==> config.mk <==
export PLATFORM = sky130hd
export DESIGN_NAME = tlb_ptw_flat
export DESIGN_NICKNAME = d
export VERILOG_FILES = /design/src/rtl/tlb_ptw_if.sv /design/src/rtl/tlb_ptw.sv /design/src/flat_wrapper.sv
export SDC_FILE = /design/constraint.sdc
export NUM_CORES = 1
export LEC_CHECK = 0
export BUFFER_PORTS_ARGS = -buffer_cell sky130_fd_sc_hd__buf_2
export CAP_MARGIN = 40
export CORE_MARGIN = 1
export CORE_UTILIZATION = 46
export CTS_CLUSTER_DIAMETER = 50
export DETAILED_ROUTE_END_ITERATION = 12
export PLACE_DENSITY = 0.89
export RECOVER_POWER = 100
export SYNTH_ARGS = -nofsm -noshare
export SYNTH_HDL_FRONTEND = slang
export SYNTH_SLANG_ARGS = --single-unit
==> constraint.sdc <==
create_clock -name clk -period 2.3 [get_ports clk]
set_input_delay 0.115 -clock clk [delete_from_list [all_inputs] [get_ports clk]]
set_output_delay 0.115 -clock clk [all_outputs]
set_load 0.02 [all_outputs]
==> src/rtl/tlb_ptw_if.sv <==
// Bus bundle of the Sv32 page-table walker: miss request/response,
// single-outstanding PTE read port and the TLB write port.
interface tlb_ptw_if;
    logic [21:0] satp_ppn;
    logic        flush;
    logic        req_valid;
    logic        req_ready;
    logic [31:0] req_vaddr;
    logic        resp_valid;
    logic        resp_fault;
    logic        mem_req_valid;
    logic        mem_req_ready;
    logic [31:0] mem_req_addr;
    logic        mem_resp_valid;
    logic [31:0] mem_resp_data;
    logic        tlb_wr_en;
    logic [31:0] tlb_wr_vaddr;
    logic [31:0] tlb_wr_paddr;
    logic [2:0]  tlb_wr_perm;

    // Walker view.
    modport slave (
        input  satp_ppn, flush, req_valid, req_vaddr,
               mem_req_ready, mem_resp_valid, mem_resp_data,
        output req_ready, resp_valid, resp_fault,
               mem_req_valid, mem_req_addr,
               tlb_wr_en, tlb_wr_vaddr, tlb_wr_paddr, tlb_wr_perm
    );

    // Requester / memory / TLB view.
    modport master (
        output satp_ppn, flush, req_valid, req_vaddr,
               mem_req_ready, mem_resp_valid, mem_resp_data,
        input  req_ready, resp_valid, resp_fault,
               mem_req_valid, mem_req_addr,
               tlb_wr_en, tlb_wr_vaddr, tlb_wr_paddr, tlb_wr_perm
    );
endinterface

==> src/rtl/tlb_ptw.sv <==
// Sv32 two-level hardware page-table walker. Takes one TLB miss at a time,
// reads PTEs through a single-outstanding memory port, writes the TLB on a
// valid leaf and reports done/fault. A flush aborts the walk; a read already
// in flight is drained and discarded.
module tlb_ptw #(
    parameter int VPN_WIDTH = 20,
    parameter int PPN_WIDTH = 20
) (
    input  logic     clk,
    input  logic     rst_n,
    tlb_ptw_if.slave bus
);
    localparam int LVL_W = VPN_WIDTH / 2;

    typedef enum logic [2:0] {
        IDLE    = 3'd0,
        L1_REQ  = 3'd1,
        L1_WAIT = 3'd2,
        L0_REQ  = 3'd3,
        L0_WAIT = 3'd4,
        REFILL  = 3'd5,
        FAULT   = 3'd6,
        DRAIN   = 3'd7
    } state_e;

    state_e               state_q, state_d;
    logic [VPN_WIDTH-1:0] vpn_q, vpn_d;
    // Only the low 20 root bits survive the 32-bit PTE address truncation.
    logic [19:0]          root_q, root_d;
    // Holds the next-level table PPN while walking, then the leaf PPN.
    logic [PPN_WIDTH-1:0] ppn_q, ppn_d;
    logic [2:0]           perm_q, perm_d;

    logic [LVL_W-1:0] vpn1, vpn0;
    logic             pte_bad, pte_ptr, pte_misaligned;
    logic [31:0]      l1_addr, l0_addr;
    logic             wr_en;

    assign vpn1 = vpn_q[VPN_WIDTH-1:LVL_W];
    assign vpn0 = vpn_q[LVL_W-1:0];

    // PTE classification: bad = not valid, write-only, or PPN above 32-bit PA.
    assign pte_bad        = !bus.mem_resp_data[0]
                          || (!bus.mem_resp_data[1] && bus.mem_resp_data[2])
                          || (bus.mem_resp_data[31:30] != 2'b00);
    assign pte_ptr        = (bus.mem_resp_data[3:1] == 3'b000);
    assign pte_misaligned = (bus.mem_resp_data[10 +: LVL_W] != '0);

    assign l1_addr = {root_q, 12'b0} + 32'({vpn1, 2'b00});
    assign l0_addr = 32'({ppn_q, 12'b0}) + 32'({vpn0, 2'b00});

    // Moore outputs; flush masks the completion pulses of the final cycle.
    assign wr_en             = (state_q == REFILL) && !bus.flush;
    assign bus.req_ready     = (state_q == IDLE);
    assign bus.mem_req_valid = (state_q == L1_REQ) || (state_q == L0_REQ);
    assign bus.mem_req_addr  = (state_q == L1_REQ) ? l1_addr :
                               (state_q == L0_REQ) ? l0_addr : '0;
    assign bus.tlb_wr_en     = wr_en;
    assign bus.tlb_wr_vaddr  = wr_en ? 32'({vpn_q, 12'b0}) : '0;
    assign bus.tlb_wr_paddr  = wr_en ? 32'({ppn_q, 12'b0}) : '0;
    assign bus.tlb_wr_perm   = wr_en ? perm_q : '0;
    assign bus.resp_valid    = ((state_q == REFILL) || (state_q == FAULT)) && !bus.flush;
    assign bus.resp_fault    = (state_q == FAULT) && !bus.flush;

    // State and walk context registers.
    always_ff @(posedge clk or negedge rst_n) begin
        if (!rst_n) begin
            state_q <= IDLE;
            vpn_q   <= '0;
            root_q  <= '0;
            ppn_q   <= '0;
            perm_q  <= '0;
        end else begin
            state_q <= state_d;
            vpn_q   <= vpn_d;
            root_q  <= root_d;
            ppn_q   <= ppn_d;
            perm_q  <= perm_d;
        end
    end

    // Next-state: walk sequencing, PTE checks and flush abort handling.
    always_comb begin
        state_d = state_q;
        vpn_d   = vpn_q;
        root_d  = root_q;
        ppn_d   = ppn_q;
        perm_d  = perm_q;
        case (state_q)
            IDLE: begin
                if (bus.req_valid && !bus.flush) begin
                    vpn_d   = bus.req_vaddr[31:32-VPN_WIDTH];
                    root_d  = bus.satp_ppn[19:0];
                    state_d = L1_REQ;
                end
            end
            L1_REQ, L0_REQ: begin
                // A read accepted in the flush cycle is still in flight.
                if (bus.mem_req_ready)
                    state_d = bus.flush ? DRAIN :
                              (state_q == L1_REQ) ? L1_WAIT : L0_WAIT;
                else if (bus.flush)
                    state_d = IDLE;
            end
            L1_WAIT: begin
                if (bus.mem_resp_valid) begin
                    // Response landing with the flush leaves nothing to drain.
                    if (bus.flush)
                        state_d = IDLE;
                    else if (pte_bad)
                        state_d = FAULT;
                    else if (pte_ptr) begin
                        ppn_d   = bus.mem_resp_data[10 +: PPN_WIDTH];
                        state_d = L0_REQ;
                    end else if (pte_misaligned)
                        state_d = FAULT;
                    else begin
                        ppn_d   = {bus.mem_resp_data[20 +: PPN_WIDTH-LVL_W], vpn0};
                        perm_d  = bus.mem_resp_data[3:1];
                        state_d = REFILL;
                    end
                end else if (bus.flush)
                    state_d = DRAIN;
            end
            L0_WAIT: begin
                if (bus.mem_resp_valid) begin
                    if (bus.flush)
                        state_d = IDLE;
                    else if (pte_bad || pte_ptr)
                        state_d = FAULT;
                    else begin
                        ppn_d   = bus.mem_resp_data[10 +: PPN_WIDTH];
                        perm_d  = bus.mem_resp_data[3:1];
                        state_d = REFILL;
                    end
                end else if (bus.flush)
                    state_d = DRAIN;
            end
            REFILL, FAULT: state_d = IDLE;
            DRAIN: begin
                if (bus.mem_resp_valid)
                    state_d = IDLE;
            end
            default: state_d = IDLE;
        endcase
    end
endmodule

==> src/flat_wrapper.sv <==
// flat-port wrapper written by rule: the top's interface ports become plain ports
module tlb_ptw_flat 
#(
    parameter int VPN_WIDTH = 20,
    parameter int PPN_WIDTH = 20
)
  (clk, rst_n, bus_satp_ppn, bus_flush, bus_req_valid, bus_req_vaddr, bus_mem_req_ready, bus_mem_resp_valid, bus_mem_resp_data, bus_req_ready, bus_resp_valid, bus_resp_fault, bus_mem_req_valid, bus_mem_req_addr, bus_tlb_wr_en, bus_tlb_wr_vaddr, bus_tlb_wr_paddr, bus_tlb_wr_perm);
  tlb_ptw_if bus_i ();
  input  logic clk;
  input  logic rst_n;
  input wire logic [$bits(bus_i.satp_ppn)-1:0] bus_satp_ppn;
  input wire logic [$bits(bus_i.flush)-1:0] bus_flush;
  input wire logic [$bits(bus_i.req_valid)-1:0] bus_req_valid;
  input wire logic [$bits(bus_i.req_vaddr)-1:0] bus_req_vaddr;
  input wire logic [$bits(bus_i.mem_req_ready)-1:0] bus_mem_req_ready;
  input wire logic [$bits(bus_i.mem_resp_valid)-1:0] bus_mem_resp_valid;
  input wire logic [$bits(bus_i.mem_resp_data)-1:0] bus_mem_resp_data;
  output wire logic [$bits(bus_i.req_ready)-1:0] bus_req_ready;
  output wire logic [$bits(bus_i.resp_valid)-1:0] bus_resp_valid;
  output wire logic [$bits(bus_i.resp_fault)-1:0] bus_resp_fault;
  output wire logic [$bits(bus_i.mem_req_valid)-1:0] bus_mem_req_valid;
  output wire logic [$bits(bus_i.mem_req_addr)-1:0] bus_mem_req_addr;
  output wire logic [$bits(bus_i.tlb_wr_en)-1:0] bus_tlb_wr_en;
  output wire logic [$bits(bus_i.tlb_wr_vaddr)-1:0] bus_tlb_wr_vaddr;
  output wire logic [$bits(bus_i.tlb_wr_paddr)-1:0] bus_tlb_wr_paddr;
  output wire logic [$bits(bus_i.tlb_wr_perm)-1:0] bus_tlb_wr_perm;
  assign bus_i.satp_ppn = bus_satp_ppn;
  assign bus_i.flush = bus_flush;
  assign bus_i.req_valid = bus_req_valid;
  assign bus_i.req_vaddr = bus_req_vaddr;
  assign bus_i.mem_req_ready = bus_mem_req_ready;
  assign bus_i.mem_resp_valid = bus_mem_resp_valid;
  assign bus_i.mem_resp_data = bus_mem_resp_data;
  assign bus_req_ready = bus_i.req_ready;
  assign bus_resp_valid = bus_i.resp_valid;
  assign bus_resp_fault = bus_i.resp_fault;
  assign bus_mem_req_valid = bus_i.mem_req_valid;
  assign bus_mem_req_addr = bus_i.mem_req_addr;
  assign bus_tlb_wr_en = bus_i.tlb_wr_en;
  assign bus_tlb_wr_vaddr = bus_i.tlb_wr_vaddr;
  assign bus_tlb_wr_paddr = bus_i.tlb_wr_paddr;
  assign bus_tlb_wr_perm = bus_i.tlb_wr_perm;
  tlb_ptw #(.VPN_WIDTH(VPN_WIDTH), .PPN_WIDTH(PPN_WIDTH)) u_core (.clk(clk), .rst_n(rst_n), .bus(bus_i));
endmodule
## Word-level counts from Yosys, hierarchy flattened

Index checks and enable logic that the tools add are counted.

| storage, ports and cells | value |
|---|---|
| register bits after elaboration | 66 |
| output and inout port bits | 104 |

| operators by class | value |
|---|---|
| add/sub/neg operators | 2 |
| equal/unequal tests | 19 |
| reduce and logical (&&, ||, !) cells | 24 |
| muxes and demuxes | 39 |

Operator list:

| cell | count |
|---|---|
| $mux 20 | 8 |
| $mux 32 | 4 |
| $mux 3 | 22 |
| $add 32x12->32 | 2 |
| $pmux 20 s2 | 1 |
| $ne 2x2->1 const B | 9 |
| $pmux 3 s6 | 1 |
| $eq 3x3->1 const B | 4 |
| $reduce_bool 10->1 | 1 |
| $reduce_and 9->1 | 1 |
| $reduce_and 8->1 | 1 |
| $eq 3x2->1 const B | 2 |
| $logic_not 3->1 | 2 |
| $pmux 3 s2 | 1 |
| $logic_and 1x1->1 | 5 |
| $logic_or 1x1->1 | 5 |
| $mux 2 | 2 |
| $reduce_bool 2->1 | 2 |
| $reduce_or 2->1 | 2 |
| $eq 3x1->1 const B | 1 |
| $logic_not 1->1 | 3 |
| $ne 3x2->1 const B | 1 |
| $ne 3x3->1 const B | 1 |
| $reduce_and 3->1 | 1 |
| other kinds (2) | 2 |

## Logic depth before layout (Yosys ltp)

Gate-level depths: netlist (run 1).

| logic depth | value |
|---|---|
| depth in word-level cells | 9 |
| gate-level depth with buffers | 6 |
| depth with buffers taken out | 5 |

## Worst setup path after synthesis (run 1)

OpenSTA, ideal clock, no wires.

| timing | value |
|---|---|
| kind | reg-to-reg |
| start point | register u_core.state_q[0] |
| end point | register u_core.root_q[19] |
| cell stages (with the launch flop) | 6 |
| arrival time | 1.920 ns |
| path slack | 0.255 ns |
| library setup time | 0.125 ns |
| data required time | 2.175 ns |
| cells stage by stage | dfrtp_1 -> clkbuf_1 -> nor3_1 -> nand2_1 -> clkbuf_1 -> mux2_2 |

| between the ends | value |
|---|---|
| longest elaborated chain between the ends | 2 |

RTL lines:

| element | line | text |
|---|---|---|
| from (decl) | tlb_ptw.sv:26 | `state_e state_q, state_d;` |
| from (signal assigned) | tlb_ptw.sv:74 | `state_q <= state_d;` |
| $logic_not 3->1 | - |  |
| via bus_req_ready | flat_wrapper.sv:18 | `output wire logic [$bits(bus_i.req_ready)-1:0] bus_req_ready;` |
| $reduce_and 2->1 (no line) | - |  |
| to (signal assigned) | tlb_ptw.sv:76 | `root_q <= root_d;` |
| to (decl) | tlb_ptw.sv:29 | `logic [19:0] root_q, root_d;` |

The timed path passes the listed nets, and every way through them passes these cells.
A chain may end at the register's enable or synchronous reset.

## Worst setup path after layout (run 1)

| timing | value |
|---|---|
| start point | register u_core.state_q[2] |
| end point | output bus_tlb_wr_paddr[21] |

| between the ends | value |
|---|---|
| longest elaborated chain between the ends | 3 |

RTL lines:

| element | line | text |
|---|---|---|
| $eq 3x3->1 | tlb_ptw.sv:53 | `assign wr_en = (state_q == REFILL) && !bus.flush;` |
| $logic_and 1x1->1 | tlb_ptw.sv:53 |  |
| $mux 32 | tlb_ptw.sv:60 | `assign bus.tlb_wr_paddr = wr_en ? 32'({ppn_q, 12'b0}) : '0;` |
| to (decl) | flat_wrapper.sv:25 | `output wire logic [$bits(bus_i.tlb_wr_paddr)-1:0] bus_tlb_wr_paddr;` |

No other way between the ends.

==> out/metrics.cfg, run 1 <==
[route]
dr.first_iter.drc_count = 122
drc_errors = 0
drtAntennaViolNets = 0
wl_per_cell_um = 15.7
routed_wl_mm = 10.5
vias_per_cell = 5.15
first_pass_iters = 4
vias = 3436

[sta]
worstMarginPinSlew_ns = 1.39
holdWs_ns = 0.00912
drv_slew = 0
setup_viol = 0
rsz0062_at_grt = no
fin_setup_tns_ns = 0
hold_viol = 0
slew_headroom = 0.0726
max_freq_mhz = 464
finClkSkew_ns = 0.0104
finalCriticalPeriod_ns = 2.16
fin_ws_ns = 0.145
fin_crit_sh = 0.937

[synth]
synth_top_area_cell = dfrtp_1
synth_top_family_by_area = multiplexers
synth.top_cell.area_share = 0.433
synth_edf_count = 0
yosys-top-cells-count = dfrtp_1, mux2_2, nor2_1, and2_1, mux2i_1
synth.avg_cell_area_um2 = 10.4
synth.mux.area_fraction = 0.261
synth_area_leaders = dfrtp_1, mux2_2, mux2i_1
ys.flop_type = dfrtp_1
synth-xor-area-share = 0.00459
yosysWarnings = 0
synth-compound-area-share = 0.0524
seq_area_frac_synth = 0.433
synth_cells = 367
yosys.area_share.simple = 0.167
synth_most_common_cell = dfrtp_1
synth.ff_latch_count = 66
synth_cell_types = 36
synthArstFlopShare = 1.00
syn_area_um2 = 3820
synthAdderAreaFrac = 0

[clock_network]
clock-sinks = 66
cts_buffers = 9
cts_setup_buffers = 0
htree_levels = 3
cts_root_buf = clkbuf_8
clk-insertion-delay-late_ns = 0.35
cts_resized = 0
max-clock-path-buffers = 2
cts.reportedPaths.clkPinSlew_ns = 0.08
cts_tree = built
ctsHoldBuffers = 38

[place]
dp_slack_ns = 0.124
io_buffers = 149
dpl.hpwl_mm = 7.21
placed_cell_area_um2 = 4670
gp_congestion = 0.865

[floorplan]
die_w_um = 93.1
die_h_um = 93.1
rows = 32
ios = 196
core_area_um2 = 7890
initial_core_util = 0.484
die-area_um2 = 8670

[grt]
grt_first_pass_wirelength_mm = 16.6
grt.overflow.total = 0
antenna_found_initial = 0
grt_pass1_vias = 3517
grt_usage = 0.249
grt_max_degree = 45

[job]
maxCapViolations = 0

[power]
power_leakage_nw = 2.56
fin_total_pwr_mw = 5.53
ir_drop_uv = 695
power_density_nw_per_um2 = 1070

[finish]
area_growth_pct = 35.4
n_antenna_cell = 0
fin_area_um2 = 5170
nFillCells = 620
drive_above_1_share = 0.359
num-nets-final = 652

[critical_path]
required_ns = 2.18
end_kind = output pin
cp_max_fo = 13
worstPathArrival_ns = 2.04
start_kind = flip-flop
path_class = reg -> out

[worst_hold_path]
worstHoldPathType = in -> reg

[status]
status = completed

[power breakdown]
part           internal (mW)  switching (mW)
sequential              1.68           0.431
clock                  0.498           0.479
combinational           1.09            1.36
[placed cells by master, fill, tap and decap left out, drive strengths merged]
cell type,synthesis,layout
buf,35,100
clkbuf,14,76
dfrtp,66,66
mux2,53,53
nor2,44,44
and2,43,43
mux2i,40,40
dlygate4sd3,0,39
conb,1,26
a21oi,16,16
o21ai,6,6
nand2b,5,5
nor3,5,5
inv,4,5
nand2,5,5
nor3b,4,4
nor2b,3,3
o211ai,3,3
clkinv,0,3
nor4,2,2
a31oi,2,2
and3,2,2
xor2,2,2
clkinvlp,0,2
nor4bb,1,1
or2,1,1
nand3,1,1
a221oi,1,1
o22ai,1,1
a222oi,1,1
and4b,1,1
and3b,1,1
a311oi,1,1
o21bai,1,1
a211oi,1,1
or3,1,1
bufinv,0,1
[critical path, cell delays in order (launching register included)]
cell and delay [ns]:
dfrtp_1 0.42, buf_4 0.21, nor4bb_4 0.37, clkbuf_1 0.33
and2_1 0.20, buf_2 0.17
[flip-flops by register name, indices dropped and copies added, names as in the netlist]
register / flops
u_core.ppn_q: 20
u_core.root_q: 20
u_core.perm_q: 3
u_core.vpn_q: 20
u_core.state_q: 3
[path summary, 6_finish.rpt]
kind / startpoint / slack [ns] / end / depth (start not counted)
max reg2reg: u_core.state_q[0] / 0.23 / u_core.vpn_q[8] / 5
min in group asynchronous: rst_n / 0.61 / u_core.state_q[1] / 2
max: u_core.state_q[2] / 0.14 / bus_tlb_wr_paddr[21] / 5
min: bus_satp_ppn[7] / 0.009 / u_core.root_q[7] / 2
min reg2reg: u_core.root_q[17] / 0.51 / u_core.root_q[17] / 1
max in group asynchronous: rst_n / 0.79 / u_core.state_q[1] / 2
[logic make-up (layout without fill, tap and decap cells)]
family                 Yosys count  in the layout
multiplexers                    93             93
other                            1             26
AO/OA/AOI/OAI                   33             33
XOR/XNOR                         2              2
AND/OR/NAND/NOR                119            119
buffers and inverters           53            226
flip-flops                      66             66
[area by class of cell]
class / instances / area (µm²) / area share
repair buffers: 206 / 1220 / 0.236
well taps: 102 / 128 / 0.0247
clock inverters: 7 / 68.8 / 0.0133
clock buffers: 9 / 124 / 0.0240
multi-input cells: 273 / 1960 / 0.380
inverters: 4 / 15.0 / 0.00290
flip-flops and latches: 66 / 1650 / 0.320
[through the flow]
stage | cells | utilization
floorplan | 392 | -
global placement | 612 | 0.592
detailed placement | 612 | 0.592
CTS | 666 | 0.665
global route | 667 | 0.655
finish | 667 | 0.655
[per-layer routing]
layer,GRT usage,part of all wire,vias to the layer above
met5,0,0,-
met4,0.108,0.020,0
met3,0.0642,0.068,19
met2,0.433,0.50,164
met1,0.289,0.41,1674
li1,-,-,1579
Note: power is estimated with default switching activity, not from simulation.
==> run 2, diff against run 1 <==
--- a/config.mk
+++ b/config.mk
@@ -8,11 +8,13 @@
 export BUFFER_PORTS_ARGS = -buffer_cell sky130_fd_sc_hd__buf_2
 export CAP_MARGIN = 40
 export CORE_MARGIN = 1
-export CORE_UTILIZATION = 46
+export CORE_UTILIZATION = 50
 export CTS_CLUSTER_DIAMETER = 50
 export DETAILED_ROUTE_END_ITERATION = 12
-export PLACE_DENSITY = 0.89
+export GPL_ROUTABILITY_DRIVEN = 0
+export PLACE_DENSITY = 0.95
 export RECOVER_POWER = 100
+export SLEW_MARGIN = 10
 export SYNTH_ARGS = -nofsm -noshare
 export SYNTH_HDL_FRONTEND = slang
 export SYNTH_SLANG_ARGS = --single-unit
==> constraint.sdc (replaced) <==
create_clock -name clk -period 2.5 [get_ports clk]
set_input_delay 0.125 -clock clk [delete_from_list [all_inputs] [get_ports clk]]
set_output_delay 0.125 -clock clk [all_outputs]
set_load 0.02 [all_outputs]
==> out/metrics.cfg, run 2 (synthesis gave the netlist of run 1 again) <==
[grt]
antenna_found_initial = 0
grt.overflow.total = 0
grt_max_degree = 41
grt_usage = 0.254
grt_first_pass_wirelength_mm = 15.0
grt_pass1_vias = 3183

[clock_network]
max-clock-path-buffers = 2
cts_root_buf = clkbuf_8
htree_levels = 3
cts_tree = built
cts.reportedPaths.clkPinSlew_ns = 0.08
clock-sinks = 66
cts_buffers = 9
clk-insertion-delay-late_ns = 0.34
cts_resized = 0

[route]
wl_per_cell_um = 15.8
vias_per_cell = 5.29
vias = 3303
routed_wl_mm = 9.85
drc_errors = 0
first_pass_iters = 4
dr.first_iter.drc_count = 70
drtAntennaViolNets = 0

[sta]
drv_slew = 31
max_freq_mhz = 440
hold_viol = 0
fin_crit_sh = 0.910
worstMarginPinSlew_ns = 1.75
finClkSkew_ns = 0.0129
rsz0062_at_grt = no
fin_setup_tns_ns = 0
slew_headroom = -0.167
finalCriticalPeriod_ns = 2.27
setup_viol = 0
fin_ws_ns = 0.226

[floorplan]
die-area_um2 = 7990
initial_core_util = 0.521
die_w_um = 89.4
die_h_um = 89.4
rows = 31
ios = 196
core_area_um2 = 7330

[job]
maxCapViolations = 1

[power]
fin_total_pwr_mw = 5.08
power_leakage_nw = 2.28
power_density_nw_per_um2 = 1060
ir_drop_uv = 637

[finish]
fin_area_um2 = 4780
area_growth_pct = 25.2
fin_util = 0.652
n_antenna_cell = 0
top_regs = u_core.ppn_q x20, u_core.root_q x20, u_core.vpn_q x20
drive_above_1_share = 0.303
final_cell_mix = buf_2, clkbuf_1, dfrtp_1
nFillCells = 608
num-nets-final = 613

[place]
io_buffers = 149
dpl.hpwl_mm = 7.10
dp_slack_ns = 0.284
placed_cell_area_um2 = 4610

[critical_path]
required_ns = 2.38
cp_max_fo = 39
worstPathArrival_ns = 2.15
end_kind = output pin
path_class = reg -> out
start_kind = flip-flop

[status]
status = complete, but fails checks
failed_checks = capacitance limit, slew limit

[worst_hold_path]
worstHoldPathType = in -> reg

[run 2: cell count changes in the layout (fill, tap and decap cells not counted), sizes merged, moves of 2 or more]
cell         change
dlygate4sd3     -32
clkbuf          +10
buf             -17
clkinv           -2
[run 2: final timing paths]
check | cells past startpoint | endpoint | start | slack, ns
worst max-delay path | 5 | bus_tlb_wr_vaddr[31] | u_core.state_q[1] | 0.23
worst min-delay path | 2 | u_core.root_q[2] | bus_satp_ppn[2] | 0.01
worst max register to register | 5 | u_core.vpn_q[7] | u_core.state_q[1] | 0.23
worst min register to register | 1 | u_core.perm_q[2] | u_core.perm_q[2] | 0.51
max in group asynchronous | 2 | u_core.state_q[1] | rst_n | 0.55
min in group asynchronous | 2 | u_core.root_q[2] | rst_n | 0.79
[run 2: area by class of cell]
class,count,area [µm²],share of cell area
Inverter,4,15.0,0.00314
Tap cell,99,124,0.0259
Clock inverter,6,90.1,0.0188
Multi-Input combinational cell,273,1960,0.411
Clock buffer,9,124,0.0259
Sequential cell,66,1650,0.346
Timing Repair Buffer,167,812,0.170
[run 2: routing by layer]
| metal | global-route usage | vias to the layer above | wire, µm |
|---|---|---|---|
| li1 | - | 1506 | - |
| met1 | 0.290 | 1588 | 3830 |
| met2 | 0.443 | 181 | 4990 |
| met3 | 0.0803 | 28 | 792 |
| met4 | 0.0981 | 0 | 232 |
| met5 | 0 | - | 0 |
[run 2: timing repair]
item	CTS	global route
hold endpoints to repair	32	4
setup buffers	0	0
hold buffers	3	4
[run 2: power breakdown]
part,switching [mW],total (mW),internal [mW]
Sequential,0.363,1.91,1.54
Combinational,1.25,2.19,0.941
Clock,0.424,0.985,0.561
[run 2: worst max-delay path, cell delays in order (launching register included)]
cell,delay (ns)
dfrtp_2,0.42
buf_4,0.33
nor4bb_4,0.36
buf_4,0.28
and2_1,0.16
clkbuf_1,0.25
[run 2: through the flow]
stage	instances	hold WS [ns]
floorplan	392	-0.171
global placement	601	0.204
detailed placement	602	0.213
CTS	620	0.000174
global route	624	0.000360
finish	624	0.0102
